--- src/rtl/led_pkg.sv ---
// Shared types and default timing constants for the LED blink driver.
package led_pkg;

  localparam int unsigned DIV_40HZ      = 1250000;
  localparam int unsigned ON_TICKS_DEF  = 8;
  localparam int unsigned OFF_TICKS_DEF = 8;

  typedef enum logic [1:0] {
    IDLE = 2'd0,
    ON   = 2'd1,
    OFF  = 2'd2
  } led_state_t;

endpackage : led_pkg

--- src/rtl/led_chan.sv ---
// One LED channel: blink FSM with phase counter, remaining-blink counter
// and a one-deep pending request slot.
module led_chan
  import led_pkg::*;
#(
  parameter int unsigned ON_TICKS  = ON_TICKS_DEF,
  parameter int unsigned OFF_TICKS = OFF_TICKS_DEF,
  parameter int unsigned CNT_W     = 4
) (
  input  logic             clk,
  input  logic             rst_n,
  input  logic             tick,
  input  logic             req,
  input  logic [CNT_W-1:0] cnt,
  output logic             led_n,
  output logic             busy,
  output logic             done
);

  localparam int unsigned PH_MAX = (ON_TICKS > OFF_TICKS) ? ON_TICKS : OFF_TICKS;
  localparam int unsigned PH_W   = $clog2(PH_MAX + 1);

  led_state_t       state, state_n;
  logic [PH_W-1:0]  phase, phase_n;
  logic [CNT_W-1:0] remain, remain_n;
  logic             pend_vld, pend_vld_n;
  logic [CNT_W-1:0] pend_cnt, pend_cnt_n;
  logic             done_n;
  logic             req_ok;

  // Zero-count requests are dropped everywhere.
  assign req_ok = req && (cnt != '0);

  // Next-state, counters and pending-slot update.
  always_comb begin
    state_n    = state;
    phase_n    = phase;
    remain_n   = remain;
    pend_vld_n = pend_vld;
    pend_cnt_n = pend_cnt;
    done_n     = 1'b0;

    case (state)
      IDLE: begin
        if (req_ok) begin
          state_n  = ON;
          phase_n  = PH_W'(ON_TICKS);
          remain_n = cnt;
        end
      end

      ON: begin
        if (req_ok) begin
          pend_vld_n = 1'b1;
          pend_cnt_n = cnt;
        end
        if (tick) begin
          if (phase == PH_W'(1)) begin
            state_n = OFF;
            phase_n = PH_W'(OFF_TICKS);
          end else begin
            phase_n = phase - PH_W'(1);
          end
        end
      end

      OFF: begin
        if (req_ok) begin
          pend_vld_n = 1'b1;
          pend_cnt_n = cnt;
        end
        if (tick) begin
          if (phase == PH_W'(1)) begin
            if (remain > CNT_W'(1)) begin
              remain_n = remain - CNT_W'(1);
              state_n  = ON;
              phase_n  = PH_W'(ON_TICKS);
            end else begin
              // Sequence ends: chain pending first, then a same-cycle request.
              done_n = 1'b1;
              if (pend_vld) begin
                state_n    = ON;
                phase_n    = PH_W'(ON_TICKS);
                remain_n   = pend_cnt;
                pend_vld_n = req_ok;
              end else if (req_ok) begin
                state_n    = ON;
                phase_n    = PH_W'(ON_TICKS);
                remain_n   = cnt;
                pend_vld_n = 1'b0;
                pend_cnt_n = pend_cnt;
              end else begin
                state_n  = IDLE;
                phase_n  = '0;
                remain_n = '0;
              end
            end
          end else begin
            phase_n = phase - PH_W'(1);
          end
        end
      end

      default: begin
        state_n = IDLE;
      end
    endcase
  end

  // State, counters and registered outputs derived from the next state.
  always_ff @(posedge clk or negedge rst_n) begin
    if (!rst_n) begin
      state    <= IDLE;
      phase    <= '0;
      remain   <= '0;
      pend_vld <= 1'b0;
      pend_cnt <= '0;
      led_n    <= 1'b1;
      busy     <= 1'b0;
      done     <= 1'b0;
    end else begin
      state    <= state_n;
      phase    <= phase_n;
      remain   <= remain_n;
      pend_vld <= pend_vld_n;
      pend_cnt <= pend_cnt_n;
      led_n    <= (state_n != ON);
      busy     <= (state_n != IDLE);
      done     <= done_n;
    end
  end

endmodule : led_chan

--- src/rtl/led_flash.sv ---
// Multi-channel LED blink driver: shared free-running tick prescaler
// feeding one blink FSM per channel.
module led_flash
  import led_pkg::*;
#(
  parameter int unsigned CHANNELS  = 3,
  parameter int unsigned DIV       = DIV_40HZ,
  parameter int unsigned ON_TICKS  = ON_TICKS_DEF,
  parameter int unsigned OFF_TICKS = OFF_TICKS_DEF,
  parameter int unsigned CNT_W     = 4
) (
  input  logic                CLK,
  input  logic                nRST,
  input  logic [CHANNELS-1:0] REQ,
  input  logic [CNT_W-1:0]    CNT,
  output logic [CHANNELS-1:0] nLOUT,
  output logic [CHANNELS-1:0] BUSY,
  output logic [CHANNELS-1:0] DONE
);

  localparam int unsigned PRE_W = (DIV > 1) ? $clog2(DIV) : 1;

  logic [PRE_W-1:0] pre_cnt;
  logic             tick;

  assign tick = (pre_cnt == PRE_W'(DIV - 1));

  // Free-running prescaler, never restarted by requests.
  always_ff @(posedge CLK or negedge nRST) begin
    if (!nRST) begin
      pre_cnt <= '0;
    end else if (tick) begin
      pre_cnt <= '0;
    end else begin
      pre_cnt <= pre_cnt + PRE_W'(1);
    end
  end

  for (genvar g = 0; g < int'(CHANNELS); g++) begin : g_chan
    led_chan #(
      .ON_TICKS (ON_TICKS),
      .OFF_TICKS(OFF_TICKS),
      .CNT_W    (CNT_W)
    ) u_chan (
      .clk  (CLK),
      .rst_n(nRST),
      .tick (tick),
      .req  (REQ[g]),
      .cnt  (CNT),
      .led_n(nLOUT[g]),
      .busy (BUSY[g]),
      .done (DONE[g])
    );
  end

endmodule : led_flash

--- config.mk ---
export PLATFORM = sky130hd
export DESIGN_NAME = led_flash
export DESIGN_NICKNAME = d
export VERILOG_FILES = /design/src/rtl/led_pkg.sv /design/src/rtl/led_chan.sv /design/src/rtl/led_flash.sv
export SDC_FILE = /design/constraint.sdc
export NUM_CORES = 1
export LEC_CHECK = 0
export CAP_MARGIN = 30
export CORE_ASPECT_RATIO = 1.4
export CORE_UTILIZATION = 35
export DETAILED_ROUTE_END_ITERATION = 10
export RECOVER_POWER = 25
export SLEW_MARGIN = 25
export SYNTH_ARGS = -nofsm -noshare
export SYNTH_HDL_FRONTEND = slang
export SYNTH_SLANG_ARGS = --single-unit
--- constraint.sdc ---
create_clock -name CLK -period 3.46 [get_ports CLK]
set_clock_uncertainty 0.05 [all_clocks]
set_input_delay 0.692 -clock CLK [delete_from_list [all_inputs] [get_ports CLK]]
set_output_delay 0.692 -clock CLK [all_outputs]
set_load 0.03 [all_outputs]
==> Yosys cells after proc, flatten, opt, wreduce, memory -nomap -nowiden <==
Cells that the tools add are included.
{ "totals": {"register_bits": 75, "in_bits": 9, "out_inout_bits": 9} }
{ "op_classes": {"add_sub_neg": 7, "magnitude_cmp": 3, "n_eq_ne": 28, "mux": 130, "reduce_logical": 28} }
{ "ops": {"columns": ["op", "n"], "rows": [
  ["$mux W4", 60],
  ["$pmux W4 S2", 6],
  ["$mux W2", 21],
  ["$pmux W4 S3", 3],
  ["$mux W1", 33],
  ["$reduce_and A4 Y1", 6],
  ["$sub A4 B1 Y4 const B", 6],
  ["$ne A2 B1 Y1 const B", 11],
  ["$add A21 B1 Y21 const B", 1],
  ["$eq A21 B21 Y1 const B", 1],
  ["$mux W21", 1],
  ["$pmux W2 S3", 3],
  ["$reduce_bool A2 Y1", 9],
  ["$eq A4 B1 Y1 const B", 3],
  ["$gt A4 B1 Y1 const B", 3],
  ["$ne A6 B5 Y1 const B", 2],
  ["$reduce_bool A3 Y1", 3],
  ["$ne A2 B2 Y1 const B", 4],
  ["$eq A2 B1 Y1 const B", 3],
  ["$eq A2 B2 Y1 const B", 3],
  ["$logic_not A2 Y1", 3],
  ["$ne A6 B6 Y1 const B", 1],
  ["$pmux W1 S2", 3],
  ["$reduce_and A2 Y1", 3],
  ["2 further kinds", 4]
]} }

==> Depth between registers and ports, before layout <==
Gate-level depths: netlist of the first run.
{ "logic_depth": {"depth_word": 9, "ltp_mapped": 8, "mapped_depth_nobuf": 7} }

==> Cells and area by module <==
Synthesis of the first run repeated with hierarchy kept, for this count alone.
{ "unflattened": {"cells_unflattened": 483, "hier_area_um2": 4737.0} }
{ "by_module_without_submodules": {"columns": ["mod", "n_inst", "cells_each", "area_each_um2", "seq_area_each_um2"], "rows": [
  ["led_chan", 3, 127, 1231.2, 451.7],
  ["led_flash", 1, 102, 1043.5, 525.5]
]} }

==> Least setup slack after synthesis of the first run <==
Ideal clock, no wire load.
{ "synth_timing": {"path_kind": "in2reg", "from": "in CNT[1]", "to": "reg g_chan[0].u_chan.phase[3]", "t_arrival_ps": 2382, "slack_ps": 903, "stages": 6, "path_buffers": 1, "path_cell_list": "clkbuf_1 o41a_1 or4_1 o31ai_1 o21ai_0 mux2_2"} }
{ "synth_between": {"elab_chain_cells": 8, "elab_cells_between_ends": 10} }
{ "synth_lines": {"columns": ["element", "line_no", "text"], "rows": [
  ["start, declared", "led_flash.sv:15", "input logic [CNT_W-1:0] CNT,"],
  ["$reduce_bool A4 Y1 *", "led_chan.sv:32", "assign req_ok = req && (cnt != '0);"],
  ["$logic_and A1 B1 Y1 *", "led_chan.sv:32", null],
  ["$mux W4", "led_chan.sv:86", "end else if (req_ok) begin"],
  ["$mux W4", "led_chan.sv:81", "if (pend_vld) begin"],
  ["$mux W4", "led_chan.sv:74", "if (remain > CNT_W'(1)) begin"],
  ["$mux W4", "led_chan.sv:73", "if (phase == PH_W'(1)) begin"],
  ["$mux W4", "led_chan.sv:72", "if (tick) begin"],
  ["$pmux W4 S3", "led_chan.sv:43", "case (state)"],
  ["end signal, assigned", "led_chan.sv:123", "phase <= phase_n;"],
  ["end, declared", "led_chan.sv:24", "logic [PH_W-1:0] phase, phase_n;"]
]} }
Mark *: on every way between the ends. The rest lies on a longest branch, timed or not. The select of a mux whose other input is x is not followed.
A chain may end at the register's enable or synchronous reset.

==> Worst setup path in the final report of the first run <==
{ "layout_timing": {"from": "reg g_chan[0].u_chan.phase[1]", "to": "reg g_chan[0].u_chan.remain[2]"} }
{ "layout_between": {"elab_chain_cells": 3} }
{ "layout_lines": {"columns": ["element", "line_no", "text"], "rows": [
  ["$eq A4 B1 Y1", "led_chan.sv:73", null],
  ["$ne A2 B1 Y1 (no source line)", null, null],
  ["$reduce_and A4 Y1 (no source line)", null, null],
  ["end signal, assigned", "led_chan.sv:124", "remain <= remain_n;"],
  ["end, declared", "led_chan.sv:25", "logic [CNT_W-1:0] remain, remain_n;"]
]} }
Every way passes these cells.

==> results of run 1 <==
==> cells by family (layout without fill, tap and decap cells) <==
family / after synthesis / count (layout) / synth area share [%]
muxes: 34 / 34 / 8.03
and+or+nand+nor: 152 / 152 / 18.3
AOI/OAI and AO/OA: 117 / 117 / 18.0
adders and majority gates: 26 / 26 / 6.89
buffers and inverters: 57 / 73 / 5.43
DFF: 75 / 75 / 39.8
xor gates and xnor gates: 19 / 19 / 3.53
==> layer usage <==
layer | wire length [um] | GRT usage [%]
met4 | 254 | 7.63
met5 | 0 | 0
met3 | 293 | 3.47
met2 | 5280 | 26.7
met1 | 4490 | 19.7
==> flip-flops by register name, indices dropped and copies added (netlist names) <==
register,flops
g_chan.u_chan.phase,12
pre_cnt,21
g_chan.u_chan.state,6
g_chan.u_chan.done,3
g_chan.u_chan.busy,3
g_chan.u_chan.led_n,3
g_chan.u_chan.pend_cnt,12
g_chan.u_chan.pend_vld,3
g_chan.u_chan.remain,12
==> final cells by class <==
cell class                      count  area share, %
Inverter                           33           2.32
Clock buffer                       12           4.81
Clock inverter                      4          0.915
Tap cell                          178           4.18
Timing Repair Buffer               24           4.08
Multi-Input combinational cell    348           48.4
Sequential cell                    75           35.3
==> stage by stage <==
step | area (um^2) | std cells
after global routing | 5330 | 674
after floorplan | 4720 | 480
after CTS | 5340 | 674
final | 5330 | 674
after global placement | 5030 | 658
after detailed placement | 5030 | 658
==> final timing paths <==
kind                       cells past startpoint                                  start                                     end  slack [ps]
hold / removal                                 1                  pre_cnt[20]$_DFF_PN0_                   pre_cnt[20]$_DFF_PN0_         410
setup / recovery                               7  g_chan[0].u_chan.phase[1]$_DFFE_PN0P_  g_chan[0].u_chan.remain[2]$_DFFE_PN0P_         700
hold reg to reg                                1                  pre_cnt[20]$_DFF_PN0_                   pre_cnt[20]$_DFF_PN0_         410
setup reg to reg                               7  g_chan[0].u_chan.phase[1]$_DFFE_PN0P_  g_chan[0].u_chan.remain[2]$_DFFE_PN0P_         700
min in group asynchronous                      1                                   nRST   g_chan[1].u_chan.phase[1]$_DFFE_PN0P_         840
max in group asynchronous                      1                                   nRST         g_chan[0].u_chan.busy$_DFF_PN0_        1400
==> placed cells by master (no fill, tap or decap), types with 6 or more instances in the layout <==
cell	n
ha_1	26
nor3_1	11
mux2i_1	15
nand2_1	28
buf_4	7
or2_2	6
nor2_1	39
clkdlybuf4s50_1	16
clkbuf_16	9
nand3_1	14
inv_1	33
a21oi_1	22
a22oi_1	6
xor2_1	10
mux2_2	15
xnor2_1	9
dfrtp_1	72
o31ai_1	16
o21ai_0	24
nand2b_1	6
==> power breakdown <==
part / leakage, nW / internal (mW) / total [mW] / switching [mW]
Clock: 0.153 / 0.597 / 0.959 / 0.362
Combinational: 1.28 / 0.287 / 0.606 / 0.319
Sequential: 0.894 / 0.980 / 1.06 / 0.0804
Total: 2.33 / 1.86 / 2.63 / 0.761
==> critical path, delay by kind of cell, from the launching register on <==
kind | cells | cell delay [ps]
AOI/OAI and AO/OA | 1 | 210
adders and majority gates | 1 | 160
buffers and inverters | 1 | 80
DFF | 1 | 400
muxes | 1 | 390
and+or+nand+nor | 3 | 1340
==> metrics.md, run 1 <==
| Metric | Value |
|---|---|
| Worst endpoint required time | `3630 ps` |
| Crit-path cells | `inv_1 -> ha_1 -> or3b_2 -> nor3_1 -> a21oi_1 -> nor3_2 -> mux2_2` |
| Starting DRT DRC Count | `246` |
| Clock sinks | `75` |
| Die area | `14000 um^2` |
| Max_cap viols | `1` |
| Die W | `100 um` |
| Top cells by count, synth | `dfrtp_1 (72), nor2_1 (39), inv_1 (33), nand2_1 (28), ha_1 (26)` |
| Failing checks | `capacitance limit, slew limit` |
| Clock latency on the worst-skew pair | `340 ps` |
| Total Routing Usage GR | `approximately 16%` |
| PD cells | `492 nW/um^2` |
| Final setup viols | `0` |
| FP Rows | `49` |
| Sequential Area | `1880 um^2` |
| Dominant cells by area after synthesis | `dfrtp_1 (38%), ha_1 (6.9%), mux2_2 (3.6%), mux2i_1 (3.2%), nor2_1 (3.1%)` |
| Distinct cells, synth | `73` |
| DR WL/cell | `15.3 um` |
| Worst Setup Slack, final | `704 ps` |
| Clk root buf | `clkbuf_16` |
| Core Area | `13000 um^2` |
| Initial Util | `36.3%` |
| Post-synth top area share | `38.2%` |
| Setup tns final | `0 ps` |
| DR DRC count | `0` |
| Crit path largest cell delay | `520 ps` |
| Total power | `between 2 and 3 mW` |
| Largest net degree at the start of global routing | `between 70 and 80` |
| Yosys reg bits | `between 70 and 80` |
| Area of the multi-input gates | `between 2000 and 3000 um^2` |
| Synth Net Count | `between 500 and 600` |
| Max FO, Critical Path | `4` |
| Initial antenna violation count | `0` |
| Gpl congestion | `0.843` |
| First-pass GRT wire length | `17900 um` |
| Final hold slack | `around 410 ps` |
| Area Growth Syn to Fin | `13.0%` |
| Fin. Hold Viols | `0` |
| Critical path startpoint category | `flop` |
| Vias/cell | `around 5.4` |
| Post-synth EDFFs | `0` |
| Fmax achieved | `363 MHz` |
| GRT overflow | `0` |
| Min Tclk post-route | `between 2000 and 3000 ps` |
| H-tree depth | `3` |
| DIE HEIGHT | `139 um` |
| Pre-CTS WS | `around 430 ps` |
| Share of the core filled with cells | `41.0%` |
| Pleak | `2.33 nW` |
| Synthesized area | `between 4000 and 5000 um^2` |
| HP Class | `flop to flop` |
| PostCTS Resize Cnt | `0` |
| Routed vias | `3641` |
| Max VDD drop | `0.292 mV` |
| Crit. End Element | `flop` |
| Total CTS buffers | `9` |
| RSZ-0062 raised after global routing | `false` |
| Cells after synthesis | `480` |
| Status | `finished, violations left` |
| Top-count cell post-synth | `dfrtp_1` |
| Yosys top cell by area | `dfrtp_1` |
| Port bufs | `17` |
| Crit-path slowest cell | `or3b_2` |
| Avg Cell Area, Syn | `9.83 um^2` |
| First drt pass iteration count | `4` |
| Hpwl dp | `about 7600 um` |
| Fill count | `between 1000 and 1500` |
| CTS max path bufs | `2` |
| Ant diodes | `0` |
| CTS tree | `done` |
| Antenna-violating nets left | `0` |
| Final layout net count | `526` |
| Slew HR | `-27.2%` |
| Worst-margin pin slew | `1910 ps` |
| Synth async-reset ratio | `100%` |
| Share of cells above drive strength 1 | `14.9%` |
| Sequential area share after synthesis | `39.8%` |
| Ys Warns | `0` |
| Num ports | `18` |
| Pins Over Slew Limit | `76` |
| Final WL | `around 10000 um` |
| Ys flop type | `dfrtp_1` |
| Arrival time worst endpoint | `just under 3000 ps` |
| Setup Crit Path Kind | `flop to flop` |
| Cts hold-fix bufs | `0` |
| Vias in the first global route | `3722` |
| Clock transition at path regs | `60 ps` |
| Setup Buffers After CTS | `0` |
| Tcrit/Tclk final | `about four fifths` |
No activity file was read; power rests on OpenSTA's default activity.
==> run 2: changes to the inputs <==
- clock period: 3.46 -> 2.28 ns (I/O delays scaled with it)
==> metrics.md, run 2 (synthesis gave the netlist of run 1 again) <==
| Metric | Value |
|---|---|
| Vias/cell | `5.21 (-3.6%)` |
| H-tree depth | `3 (unchanged)` |
| Max FO, Critical Path | `6 (+2)` |
| Setup Crit Path Kind | `flop to flop` |
| GRT overflow | `0 (unchanged)` |
| Total Routing Usage GR | `17.5% (+1.4 points)` |
| Finished layout cell area | `6250 um^2 (+17%)` |
| Total CTS buffers | `9 (unchanged)` |
| Clock latency on the worst-skew pair | `350 ps (about the same)` |
| Die W | `100 um (unchanged)` |
| Clock transition at path regs | `60 ps (about the same)` |
| Final layout net count | `609 (+16%)` |
| Worst Setup Slack, final | `-110 ps (-814 ps)` |
| Failing checks | `setup timing` |
| Port bufs | `17 (unchanged)` |
| M2 GR Usage | `31.2% (+4.5 points)` |
| GR peak layer | `met2` |
| DIE HEIGHT | `139 um (unchanged)` |
| RSZ-0062 raised after global routing | `true` |
| Crit path to | `g_chan[0].u_chan.pend_cnt[0]$_DFFE_PN0P_` |
| Largest net degree at the start of global routing | `42 (-45%)` |
| Arrival time worst endpoint | `2570 ps (-360 ps)` |
| PD cells | `663 nW/um^2 (+35%)` |
| DP Area | `5600 um^2 (+11%)` |
| Antenna-violating nets left | `0 (unchanged)` |
| Worst endpoint required time | `2460 ps (-1170 ps)` |
| Final WL | `11400 um (+11%)` |
| CTS max path bufs | `2 (unchanged)` |
| Vias in the first global route | `4071 (+9.4%)` |
| Initial antenna violation count | `0 (unchanged)` |
| Status | `finished, violations left` |
| Num ports | `18 (unchanged)` |
| Tcrit/Tclk final | `105% (+25 points)` |
| Final setup viols | `29 (+29)` |
| Max_cap viols | `0 (-1)` |
| Met3 usage | `3.11% (-0.35 points)` |
| Setup tns final | `-1780 ps (-1780 ps)` |
| Fmax achieved | `418 MHz (+15%)` |
| Routed vias | `3941 (+8.2%)` |
| Pins Over Slew Limit | `0 (-100%)` |
| Gpl congestion | `0.870 (+3.2%)` |
| Met1 Usage GRT | `19.7% (+0.031 points)` |
| Critical path origin | `pre_cnt[8]$_DFF_PN0_` |
| CTS tree | `done` |
| Worst-margin pin slew | `1070 ps (-837 ps)` |
| First-pass GRT wire length | `19300 um (+7.9%)` |
| Starting DRT DRC Count | `165 (-33%)` |
| Clock sinks | `75 (unchanged)` |
| R2r endpoint | `g_chan[0].u_chan.pend_cnt[0]$_DFFE_PN0P_` |
| Share of cells above drive strength 1 | `31.6% (+17 points)` |
| Critical path startpoint category | `flop` |
| Largest register FFs | `21 (unchanged)` |
| Placed instance count | `728 (+11%)` |
| HP Class | `input port to asynchronous set/reset pin` |
| FP Rows | `49 (unchanged)` |
| Most frequent cells in the layout | `buf_4 (80), dfrtp_1 (72), nor2_1 (38)` |
| Initial Util | `36.3% (unchanged)` |
| Worst r2r path cells | `5 (-2)` |
| Clk root buf | `clkbuf_16` |
| Ant diodes | `0 (unchanged)` |
| Area Growth Syn to Fin | `32.5%` |
| R2r setup slk | `-110 ps (-810 ps)` |
| Core Area | `13000 um^2 (unchanged)` |
| FF-to-FF Start | `pre_cnt[8]$_DFF_PN0_` |
| DR WL/cell | `15.1 um (-1.3%)` |
| Slew HR | `28.6% (+56 points)` |
| Fin cells | `757 (+12%)` |
| Fin. Hold Viols | `0 (unchanged)` |
| Pleak | `2.84 nW (+22%)` |
| First drt pass iteration count | `4 (unchanged)` |
| Hpwl dp | `8460 um (+12%)` |
| Crit. End Element | `flop` |
| Commonest non-fill, non-tap cell in the layout | `buf_4` |
| Most flops, register | `pre_cnt` |
| Die area | `14000 um^2 (unchanged)` |
| DR DRC count | `0 (unchanged)` |
| Min Tclk post-route | `2390 ps (-366 ps)` |
| Max VDD drop | `0.369 mV (+27%)` |
## run 2: timing repair
| item | CTS | global route |
|---|---|---|
| hold buffers | 0 | 0 |
| gates resized for setup | 23 | 37 |
| pin swaps | 5 | 24 |
| endpoints found under the setup margin | 37 | 45 |
| setup buffers | 4 | 9 |
## run 2: critical path, cell delays in order (launching register included)
cell,delay [ps]
dfrtp_1,380
or4b_4,590
or4_4,540
nor3_4,180
a31o_4,230
mux2_4,300
## run 2: layer usage
layer  vias to the layer above  routed length [um]
met5                         -                   0
met4                         0                 318
met3                        26                 230
met2                        50                6110
met1                      1933                4780
li1                       1932                   -
## run 2: how the worst min path moves through the flow
stage / start / endpoint / slack (ps) / depth (start not counted)
floorplan: nRST / g_chan[0].u_chan.busy$_DFF_PN0_ / 110 / 0
global placement: nRST / pre_cnt[5]$_DFF_PN0_ / 440 / 1
detailed placement: nRST / pre_cnt[0]$_DFF_PN0_ / 440 / 1
CTS: nRST / pre_cnt[9]$_DFF_PN0_ / 70 / 1
global route: nRST / pre_cnt[7]$_DFF_PN0_ / 340 / 1
finish: nRST / pre_cnt[9]$_DFF_PN0_ / 250 / 1
## run 2: through the flow
stage          utilization, %  worst slack (ps)  power [mW]  hold slack (ps)
6_report                 48.1              -110        4.15              251
5_1_grt                  48.1              -192        4.36              343
4_1_cts                  46.3              -106        4.12             68.9
3_5_place_dp             43.1              -470        2.63              438
3_3_place_gp             43.1              -467        2.61              435
2_1_floorplan               -             -88.5        2.32              110
## run 2: area by class of cell
cell class                      count  area (um^2)
Clock buffer                       12          256
Tap cell                          178          223
Clock inverter                      4         48.8
Timing Repair Buffer              107          901
Inverter                           33          124
Multi-Input combinational cell    348         2820
Sequential cell                    75         1880
Fill cell                        1200         6740
## run 2: where the power goes
group	internal (mW)	switching [mW]
combinational	0.530	0.545
sequential	1.49	0.115
clock	0.905	0.563
total	2.92	1.22
